### src/rtl/nanorv32_uart_ctrl.sv
// 8N1 UART peripheral for the nanorv32 peripheral bus: TX FIFO, single-entry RX
// holding register, programmable baud divisor (bit period = divisor + 1 clocks).
module nanorv32_uart_ctrl #(
    parameter int          PADDR_W      = 12,
    parameter int          TXFIFO_DEPTH = 4,
    parameter logic [15:0] DEFAULT_DIV  = 16'd433
) (
    input  logic               clk,
    input  logic               rst,
    input  logic [PADDR_W-1:0] bus_uart_addr,
    input  logic [3:0]         bus_uart_bytesel,
    input  logic [31:0]        bus_uart_din,
    input  logic               bus_uart_en,
    output logic [31:0]        uart_bus_dout,
    output logic               uart_bus_ready_nxt,
    output logic               uart_pad_tx,
    input  logic               pad_uart_rx,
    output logic               uart_irq
);
    localparam int AW = $clog2(TXFIFO_DEPTH);

    localparam logic [1:0] REG_DATA   = 2'd0;
    localparam logic [1:0] REG_STATUS = 2'd1;
    localparam logic [1:0] REG_BAUD   = 2'd2;
    localparam logic [1:0] REG_CTRL   = 2'd3;

    typedef enum logic [1:0] {TX_IDLE, TX_START, TX_DATA, TX_STOP} tx_state_t;
    typedef enum logic [1:0] {RX_IDLE, RX_START, RX_DATA, RX_STOP} rx_state_t;

    logic [1:0]  reg_sel;
    logic        bus_wr, bus_rd, data_rd, status_w1c;
    logic [31:0] rdata;

    logic [3:0]  ctrl;
    logic [15:0] baud;
    logic        tx_en, rx_en, txie, rxie;
    logic        tx_ovf, rx_ovr, rx_valid;
    logic [7:0]  rx_byte;

    logic [7:0]  fifo_mem [TXFIFO_DEPTH];
    logic [AW:0] wr_ptr, rd_ptr;
    logic        fifo_full, fifo_empty, push_req, fifo_push, fifo_pop;

    tx_state_t   tx_state, tx_state_nxt;
    logic [15:0] tx_cnt, tx_cnt_nxt;
    logic [2:0]  tx_bit, tx_bit_nxt;
    logic [7:0]  tx_shift, tx_shift_nxt;
    logic        tx_out_nxt, tx_busy;

    rx_state_t   rx_state, rx_state_nxt;
    logic [15:0] rx_cnt, rx_cnt_nxt, rx_half_m1;
    logic [2:0]  rx_bit, rx_bit_nxt;
    logic [7:0]  rx_shift, rx_shift_nxt;
    logic [1:0]  rx_sync;
    logic        rx_s, rx_prev, rx_load;

    logic        unused_bits;
    assign unused_bits = ^{bus_uart_addr[PADDR_W-1:4], bus_uart_addr[1:0], bus_uart_din[31:16]};

    assign reg_sel            = bus_uart_addr[3:2];
    assign bus_wr             = bus_uart_en && (bus_uart_bytesel != 4'b0000);
    assign bus_rd             = bus_uart_en && (bus_uart_bytesel == 4'b0000);
    assign data_rd            = bus_rd && (reg_sel == REG_DATA);
    assign status_w1c         = bus_wr && (reg_sel == REG_STATUS) && bus_uart_bytesel[0];
    assign uart_bus_ready_nxt = bus_uart_en;

    assign {rxie, txie, rx_en, tx_en} = ctrl;
    assign uart_irq = (rx_valid & rxie) | (fifo_empty & txie);

    // ---------------------------------------------------------------- TX FIFO
    assign fifo_empty = (wr_ptr == rd_ptr);
    assign fifo_full  = (wr_ptr[AW] != rd_ptr[AW]) && (wr_ptr[AW-1:0] == rd_ptr[AW-1:0]);
    assign push_req   = bus_wr && (reg_sel == REG_DATA) && bus_uart_bytesel[0];
    assign fifo_push  = push_req && !fifo_full;

    // NOTE: FIFO storage has no reset; the pointers alone define what is valid.
    always_ff @(posedge clk) begin
        if (fifo_push) fifo_mem[wr_ptr[AW-1:0]] <= bus_uart_din[7:0];
    end

    always_ff @(posedge clk or posedge rst) begin
        if (rst) begin
            wr_ptr <= '0;
            rd_ptr <= '0;
        end else begin
            wr_ptr <= wr_ptr + {{AW{1'b0}}, fifo_push};
            rd_ptr <= rd_ptr + {{AW{1'b0}}, fifo_pop};
        end
    end

    // ---------------------------------------------------------- register file
    always_comb begin
        // NOTE: every combinational output gets a default first so no latch is inferred.
        rdata = '0;
        case (reg_sel)
            REG_DATA:   rdata = {24'b0, rx_byte};
            REG_STATUS: rdata = {26'b0, tx_ovf, rx_ovr, rx_valid, tx_busy, fifo_empty, fifo_full};
            REG_BAUD:   rdata = {16'b0, baud};
            REG_CTRL:   rdata = {28'b0, ctrl};
            default:    rdata = '0;
        endcase
    end

    always_ff @(posedge clk or posedge rst) begin
        if (rst) begin
            ctrl          <= '0;
            baud          <= DEFAULT_DIV;
            tx_ovf        <= 1'b0;
            rx_ovr        <= 1'b0;
            rx_valid      <= 1'b0;
            rx_byte       <= '0;
            uart_bus_dout <= '0;
        end else begin
            if (bus_rd) uart_bus_dout <= rdata;
            if (bus_wr && (reg_sel == REG_CTRL) && bus_uart_bytesel[0]) ctrl <= bus_uart_din[3:0];
            if (bus_wr && (reg_sel == REG_BAUD)) begin
                if (bus_uart_bytesel[0]) baud[7:0]  <= bus_uart_din[7:0];
                if (bus_uart_bytesel[1]) baud[15:8] <= bus_uart_din[15:8];
            end
            // Setting a sticky flag wins over a same-cycle write-one-to-clear.
            if (push_req && fifo_full)           tx_ovf <= 1'b1;
            else if (status_w1c && bus_uart_din[5]) tx_ovf <= 1'b0;
            if (rx_load && rx_valid && !data_rd) rx_ovr <= 1'b1;
            else if (status_w1c && bus_uart_din[4]) rx_ovr <= 1'b0;
            // A byte landing on the same edge as a DATA read keeps rx_valid set.
            if (rx_load)      rx_valid <= 1'b1;
            else if (data_rd) rx_valid <= 1'b0;
            if (rx_load) rx_byte <= rx_shift_nxt;
        end
    end

    // --------------------------------------------------------------- TX FSM
    assign tx_busy = (tx_state != TX_IDLE);

    always_comb begin
        tx_state_nxt = tx_state;
        tx_cnt_nxt   = tx_cnt;
        tx_bit_nxt   = tx_bit;
        tx_shift_nxt = tx_shift;
        tx_out_nxt   = uart_pad_tx;
        fifo_pop     = 1'b0;
        case (tx_state)
            TX_IDLE: begin
                tx_out_nxt = 1'b1;
                if (tx_en && !fifo_empty) begin
                    tx_state_nxt = TX_START;
                    tx_cnt_nxt   = baud;
                    tx_shift_nxt = fifo_mem[rd_ptr[AW-1:0]];
                    fifo_pop     = 1'b1;
                    tx_out_nxt   = 1'b0;
                end
            end
            TX_START: begin
                if (tx_cnt != 16'd0) begin
                    tx_cnt_nxt = tx_cnt - 16'd1;
                end else begin
                    tx_state_nxt = TX_DATA;
                    tx_cnt_nxt   = baud;
                    tx_bit_nxt   = 3'd0;
                    tx_out_nxt   = tx_shift[0];
                end
            end
            TX_DATA: begin
                if (tx_cnt != 16'd0) begin
                    tx_cnt_nxt = tx_cnt - 16'd1;
                end else begin
                    tx_cnt_nxt = baud;
                    if (tx_bit == 3'd7) begin
                        tx_state_nxt = TX_STOP;
                        tx_out_nxt   = 1'b1;
                    end else begin
                        tx_bit_nxt   = tx_bit + 3'd1;
                        tx_shift_nxt = {1'b0, tx_shift[7:1]};
                        tx_out_nxt   = tx_shift[1];
                    end
                end
            end
            TX_STOP: begin
                if (tx_cnt != 16'd0) begin
                    tx_cnt_nxt = tx_cnt - 16'd1;
                end else if (tx_en && !fifo_empty) begin
                    tx_state_nxt = TX_START;
                    tx_cnt_nxt   = baud;
                    tx_shift_nxt = fifo_mem[rd_ptr[AW-1:0]];
                    fifo_pop     = 1'b1;
                    tx_out_nxt   = 1'b0;
                end else begin
                    tx_state_nxt = TX_IDLE;
                    tx_out_nxt   = 1'b1;
                end
            end
            default: tx_state_nxt = TX_IDLE;
        endcase
    end

    always_ff @(posedge clk or posedge rst) begin
        if (rst) begin
            tx_state    <= TX_IDLE;
            tx_cnt      <= '0;
            tx_bit      <= '0;
            tx_shift    <= '0;
            uart_pad_tx <= 1'b1;
        end else begin
            tx_state    <= tx_state_nxt;
            tx_cnt      <= tx_cnt_nxt;
            tx_bit      <= tx_bit_nxt;
            tx_shift    <= tx_shift_nxt;
            uart_pad_tx <= tx_out_nxt;
        end
    end

    // --------------------------------------------------------------- RX FSM
    assign rx_s       = rx_sync[1];
    // (DIV+1)>>1 - 1 without a 17-bit intermediate.
    assign rx_half_m1 = (baud >> 1) - {15'b0, ~baud[0]};

    always_comb begin
        rx_state_nxt = rx_state;
        rx_cnt_nxt   = rx_cnt;
        rx_bit_nxt   = rx_bit;
        rx_shift_nxt = rx_shift;
        rx_load      = 1'b0;
        case (rx_state)
            RX_IDLE: begin
                if (rx_en && rx_prev && !rx_s) begin
                    rx_state_nxt = RX_START;
                    rx_cnt_nxt   = rx_half_m1;
                end
            end
            RX_START: begin
                if (rx_cnt != 16'd0) begin
                    rx_cnt_nxt = rx_cnt - 16'd1;
                end else if (rx_s) begin
                    rx_state_nxt = RX_IDLE;
                end else begin
                    rx_state_nxt = RX_DATA;
                    rx_cnt_nxt   = baud;
                    rx_bit_nxt   = 3'd0;
                end
            end
            RX_DATA: begin
                if (rx_cnt != 16'd0) begin
                    rx_cnt_nxt = rx_cnt - 16'd1;
                end else begin
                    rx_shift_nxt = {rx_s, rx_shift[7:1]};
                    rx_cnt_nxt   = baud;
                    if (rx_bit == 3'd7) rx_state_nxt = RX_STOP;
                    else                rx_bit_nxt   = rx_bit + 3'd1;
                end
            end
            RX_STOP: begin
                if (rx_cnt != 16'd0) begin
                    rx_cnt_nxt = rx_cnt - 16'd1;
                end else begin
                    rx_state_nxt = RX_IDLE;
                    rx_load      = rx_s;
                end
            end
            default: rx_state_nxt = RX_IDLE;
        endcase
    end

    always_ff @(posedge clk or posedge rst) begin
        if (rst) begin
            rx_sync  <= 2'b11;
            rx_prev  <= 1'b1;
            rx_state <= RX_IDLE;
            rx_cnt   <= '0;
            rx_bit   <= '0;
            rx_shift <= '0;
        end else begin
            rx_sync  <= {rx_sync[0], pad_uart_rx};
            rx_prev  <= rx_s;
            rx_state <= rx_state_nxt;
            rx_cnt   <= rx_cnt_nxt;
            rx_bit   <= rx_bit_nxt;
            rx_shift <= rx_shift_nxt;
        end
    end

endmodule
### config.mk
export PLATFORM = sky130hd
export DESIGN_NAME = nanorv32_uart_ctrl
export DESIGN_NICKNAME = d
export VERILOG_FILES = /design/src/rtl/nanorv32_uart_ctrl.sv
export SDC_FILE = /design/constraint.sdc
export NUM_CORES = 1
export LEC_CHECK = 0
export BUFFER_PORTS_ARGS = -buffer_cell sky130_fd_sc_hd__buf_2
export CAP_MARGIN = 20
export CORE_MARGIN = 3
export CORE_UTILIZATION = 64
export CTS_CLUSTER_SIZE = 25
export DETAILED_ROUTE_END_ITERATION = 12
export PLACE_DENSITY = 0.93
export SLEW_MARGIN = 15
export SYNTH_ARGS = -nofsm -noshare
export SYNTH_HDL_FRONTEND = slang
export SYNTH_SLANG_ARGS = --single-unit
### constraint.sdc
create_clock -name clk -period 6.45 [get_ports clk]
set_input_delay 0.3225 -clock clk [delete_from_list [all_inputs] [get_ports clk]]
set_output_delay 0.3225 -clock clk [all_outputs]
set_load 0.1 [all_outputs]
==> results.sh <==
export IMPL_clock_skew_after_layout_ns=0.00915
export IMPL_final_design_area_no_fill_mm2=0.00876
export IMPL_floorplan_initialDensity_pct=65.8
export IMPL_antenna_cells_inserted=0
export IMPL_post_synth_top_area_share_pct=33.3
export IMPL_postCtsSetupRepairBufs=0
export IMPL_edff_count_synth=32
export IMPL_fillers=817
export IMPL_synthDistinctLibCells=72
export IMPL_p_sw_share_pct=44.9
export IMPL_postSynthCellCount=754
export IMPL_cell_type_contributing_the_most_total_cell_area_after_synthesis="dfrtp_1"
export IMPL_grt_start_max_net_pins=89
export IMPL_placement_cell_area_mm2=0.00817
export IMPL_number_of_warning_messages_in_the_yosys_log=0
export IMPL_p_clk_share_pct=21.8
export IMPL_drt_first_iter_violations=822
export IMPL_critPathArrivalTime_ns=3.87
export IMPL_worst_setup_path_end_kind="flip-flop"
export IMPL_min_period_over_period_pct=55.2
export IMPL_achievable_frequency_mhz=281
export IMPL_cts_max_path_buffers=2
export IMPL_detail_route_drc_violations=0
export IMPL_power_ir_vdd_worst_mv=0.327
export IMPL_detail_route_wl_per_cell_um=21.9
export IMPL_floorplan_core_area_mm2=0.0121
export IMPL_drive_above_1_share_pct=20.6
export IMPL_setup_worst_path_class="flip-flop to flip-flop"
export IMPL_layout_commonest_cell="dfrtp_1"
export IMPL_dieArea_mm2=0.0138
export IMPL_chipWidth_um=118
export IMPL_power_static_leakage_nw=3.77
export IMPL_num_vias=6401
export IMPL_critical_path_peak_fanout=28
export IMPL_synth_sequential_area_ratio_pct=48.3
export IMPL_worstSkewPairLatency_ns=0.43
export IMPL_clk_pin_slew_worst_paths_ns=0.06
export IMPL_row_cnt=40
export IMPL_post_synth_main_area_contributors="dfrtp_1 (33%), edfxtp_1 (12%), mux2_2 (5.5%), nand2_1 (4.0%), o21ai_0 (3.6%)"
export IMPL_grt_antenna_before_repair=0
export IMPL_outcome="finished, final reports clean"
export IMPL_pd_cells_mw_per_mm2=490
export IMPL_drv_max_cap_violation_count=0
export IMPL_synth_avg_cell_area_um2=10.6
export IMPL_share_comb_of_total_power_pct=44.0
export IMPL_switching_power_of_the_nets_mw=1.93
export IMPL_routabilityCongestion=0.929
export IMPL_postCtsResizedCells=0
export IMPL_timing_final_setup_violations=0
export IMPL_synth_ff_type="dfrtp_1"
export IMPL_layout_cells_most_common_list="dfrtp_1 (106), nand2_1 (86), o21ai_0 (58)"
export IMPL_placed_wire_length_estimate_after_detailed_placement_um=13900
export IMPL_timing_slew_headroom_pct=31.2
export IMPL_cp_data_required_time_ns=6.76
export IMPL_grt_total_usage_pct=31.1
export IMPL_numClockSinks=147
export IMPL_initial_drt_pass_iterations=6
export IMPL_finalHoldViolCount=0
export IMPL_pwr_share_seq_pct=34.3
export IMPL_synth_async_sr_flop_share_pct=78.2
export IMPL_total_power_mw=4.29
export IMPL_grt_pass1_vias=6499
export IMPL_fin_crit_ns=3.56
export IMPL_numCtsBuffers=17
export IMPL_post_detailed_route_via_to_cell_ratio=6.67
export IMPL_tritoncts="done"
export IMPL_num_nets_final=850
export IMPL_grt_ovfl_total=0
export IMPL_grt_pass1_wl_um=34300
export IMPL_number_of_max_slew_violations_in_the_final_report=0
export IMPL_synth_seq_cells=147
export IMPL_die_h_um=118
export IMPL_cts_htree_levels=4
export IMPL_worst_slew_pin_slew_ns=1.03
export IMPL_power_internal_mw=2.37
export IMPL_postRouteWirelength_um=21000
export IMPL_rsz_0062_raised_after_global_routing="no"
export IMPL_holdCritPathClass="input pin to flip-flop"
export IMPL_fin_tns_setup_ns=0
export IMPL_postCtsHoldBufs=2
export IMPL_layout_area_overhead_vs_synth_pct=9.81
export IMPL_clock_root_buffer="clkbuf_16"
export IMPL_ant_nets=0
export IMPL_synth_cell_area_mm2=0.00797
export IMPL_io_buffers=44
export IMPL_critPathLaunchType="flip-flop"
export IMPL_top_level_ports=87
[cells in the mapped netlist (7+ instances only)]
cell / number
dfrtp_1: 106
nand2_1: 86
o21ai_0: 58
a21oi_1: 40
nor2_1: 40
mux2_2: 39
edfxtp_1: 32
clkbuf_1: 24
xnor2_1: 21
ha_1: 20
inv_1: 19
mux2i_1: 19
buf_4: 18
nand3_1: 17
nor3_1: 15
nor4_1: 14
buf_2: 13
mux4_2: 12
xor2_1: 12
o31ai_1: 10
dfstp_2: 9
a22o_1: 7
a31oi_1: 7
nand2b_1: 7
o22ai_1: 7
[layer usage]
layer	wire length, µm	GRT usage (%)	up-vias
li1	-	-	2771
met1	8090	40.8	3148
met2	10300	50.3	417
met3	1990	6.87	65
met4	570	13.2	0
met5	0	0	-
[critical path: stages (launching register included)]
cell and delay, ns:
dfrtp_1 0.42, inv_1 0.13, ha_1 0.86, clkinv_1 0.60, a31oi_1 0.49, or2_2 0.49
a21oi_1 0.09, a221o_1 0.36
[path summary, 6_finish.rpt]
kind                                  start           to  slack [ns]  cells past startpoint
max                             rx_state[0]   rx_cnt[13]        2.89                      7
min                        bus_uart_din[15]     baud[15]        0.12                      2
max reg2reg                     rx_state[0]   rx_cnt[13]        2.89                      7
min reg2reg                      rx_sync[0]   rx_sync[1]        0.36                      0
max in group asynchronous               rst     baud[14]        4.93                      4
min in group asynchronous               rst  rx_shift[6]        0.41                      3
[flip-flops by register name, indices dropped and copies added, names as in the netlist, named ones only]
name and flops:
tx_shift 8, tx_state 2, rx_shift 8, rx_ovr 1, rx_bit 3, tx_cnt 16
rx_byte 8, rd_ptr 3, ctrl 4, fifo_mem 32, uart_pad_tx 1, tx_ovf 1
rx_state 1, rx_valid 1, rx_prev 1, baud 16, rx_cnt 16, rx_sync 2
tx_bit 3, wr_ptr 3, uart_bus_dout 16
[metrics by stage]
| stage | cells | worst slack (ns) | hold WS (ns) | util (%) |
|---|---|---|---|---|
| 6_report | 959 | 2.89 | 0.124 | 72.3 |
| 5_1_grt | 959 | 2.65 | 0.122 | 72.3 |
| 4_1_cts | 958 | 3.01 | 0.110 | 72.2 |
| 3_5_place_dp | 924 | 3.04 | 0.321 | 67.4 |
| 3_3_place_gp | 924 | 3.16 | 0.311 | 67.4 |
| 2_1_floorplan | 769 | 3.10 | 0.327 | - |
[kinds of logic after synthesis]
family | after synthesis | share of synthesized area [%]
adder cells (fa/ha/maj) | 20 | 3.14
XOR/XNOR | 33 | 3.62
flip-flops | 147 | 48.3
multiplexers | 70 | 11.3
AND/OR/NAND/NOR | 225 | 14.5
other | 1 | 0.0470
buffers and inverters | 82 | 5.13
AO/OA/AOI/OAI | 176 | 14.0
[final cells by class]
class                   count  area (µm²)  share of cell area (%)
flip-flops and latches    147        3850                    44.0
clock inverters            14         114                    1.30
inverters                  21        81.3                   0.929
multi-input cells         540        3780                    43.2
clock buffers              18         439                    5.02
repair buffers             51         282                    3.22
well taps                 168         210                    2.40
[power groups by stage]
stage	Combinational (mW)	Sequential, mW	Clock, mW
detailed placement	1.81	1.46	0
finish	1.89	1.47	0.935
global placement	1.71	1.44	0
global route	2.05	1.49	0.981
floorplan	1.41	1.45	0
CTS	1.83	1.45	0.939
(Power assumes the default switching activity.)
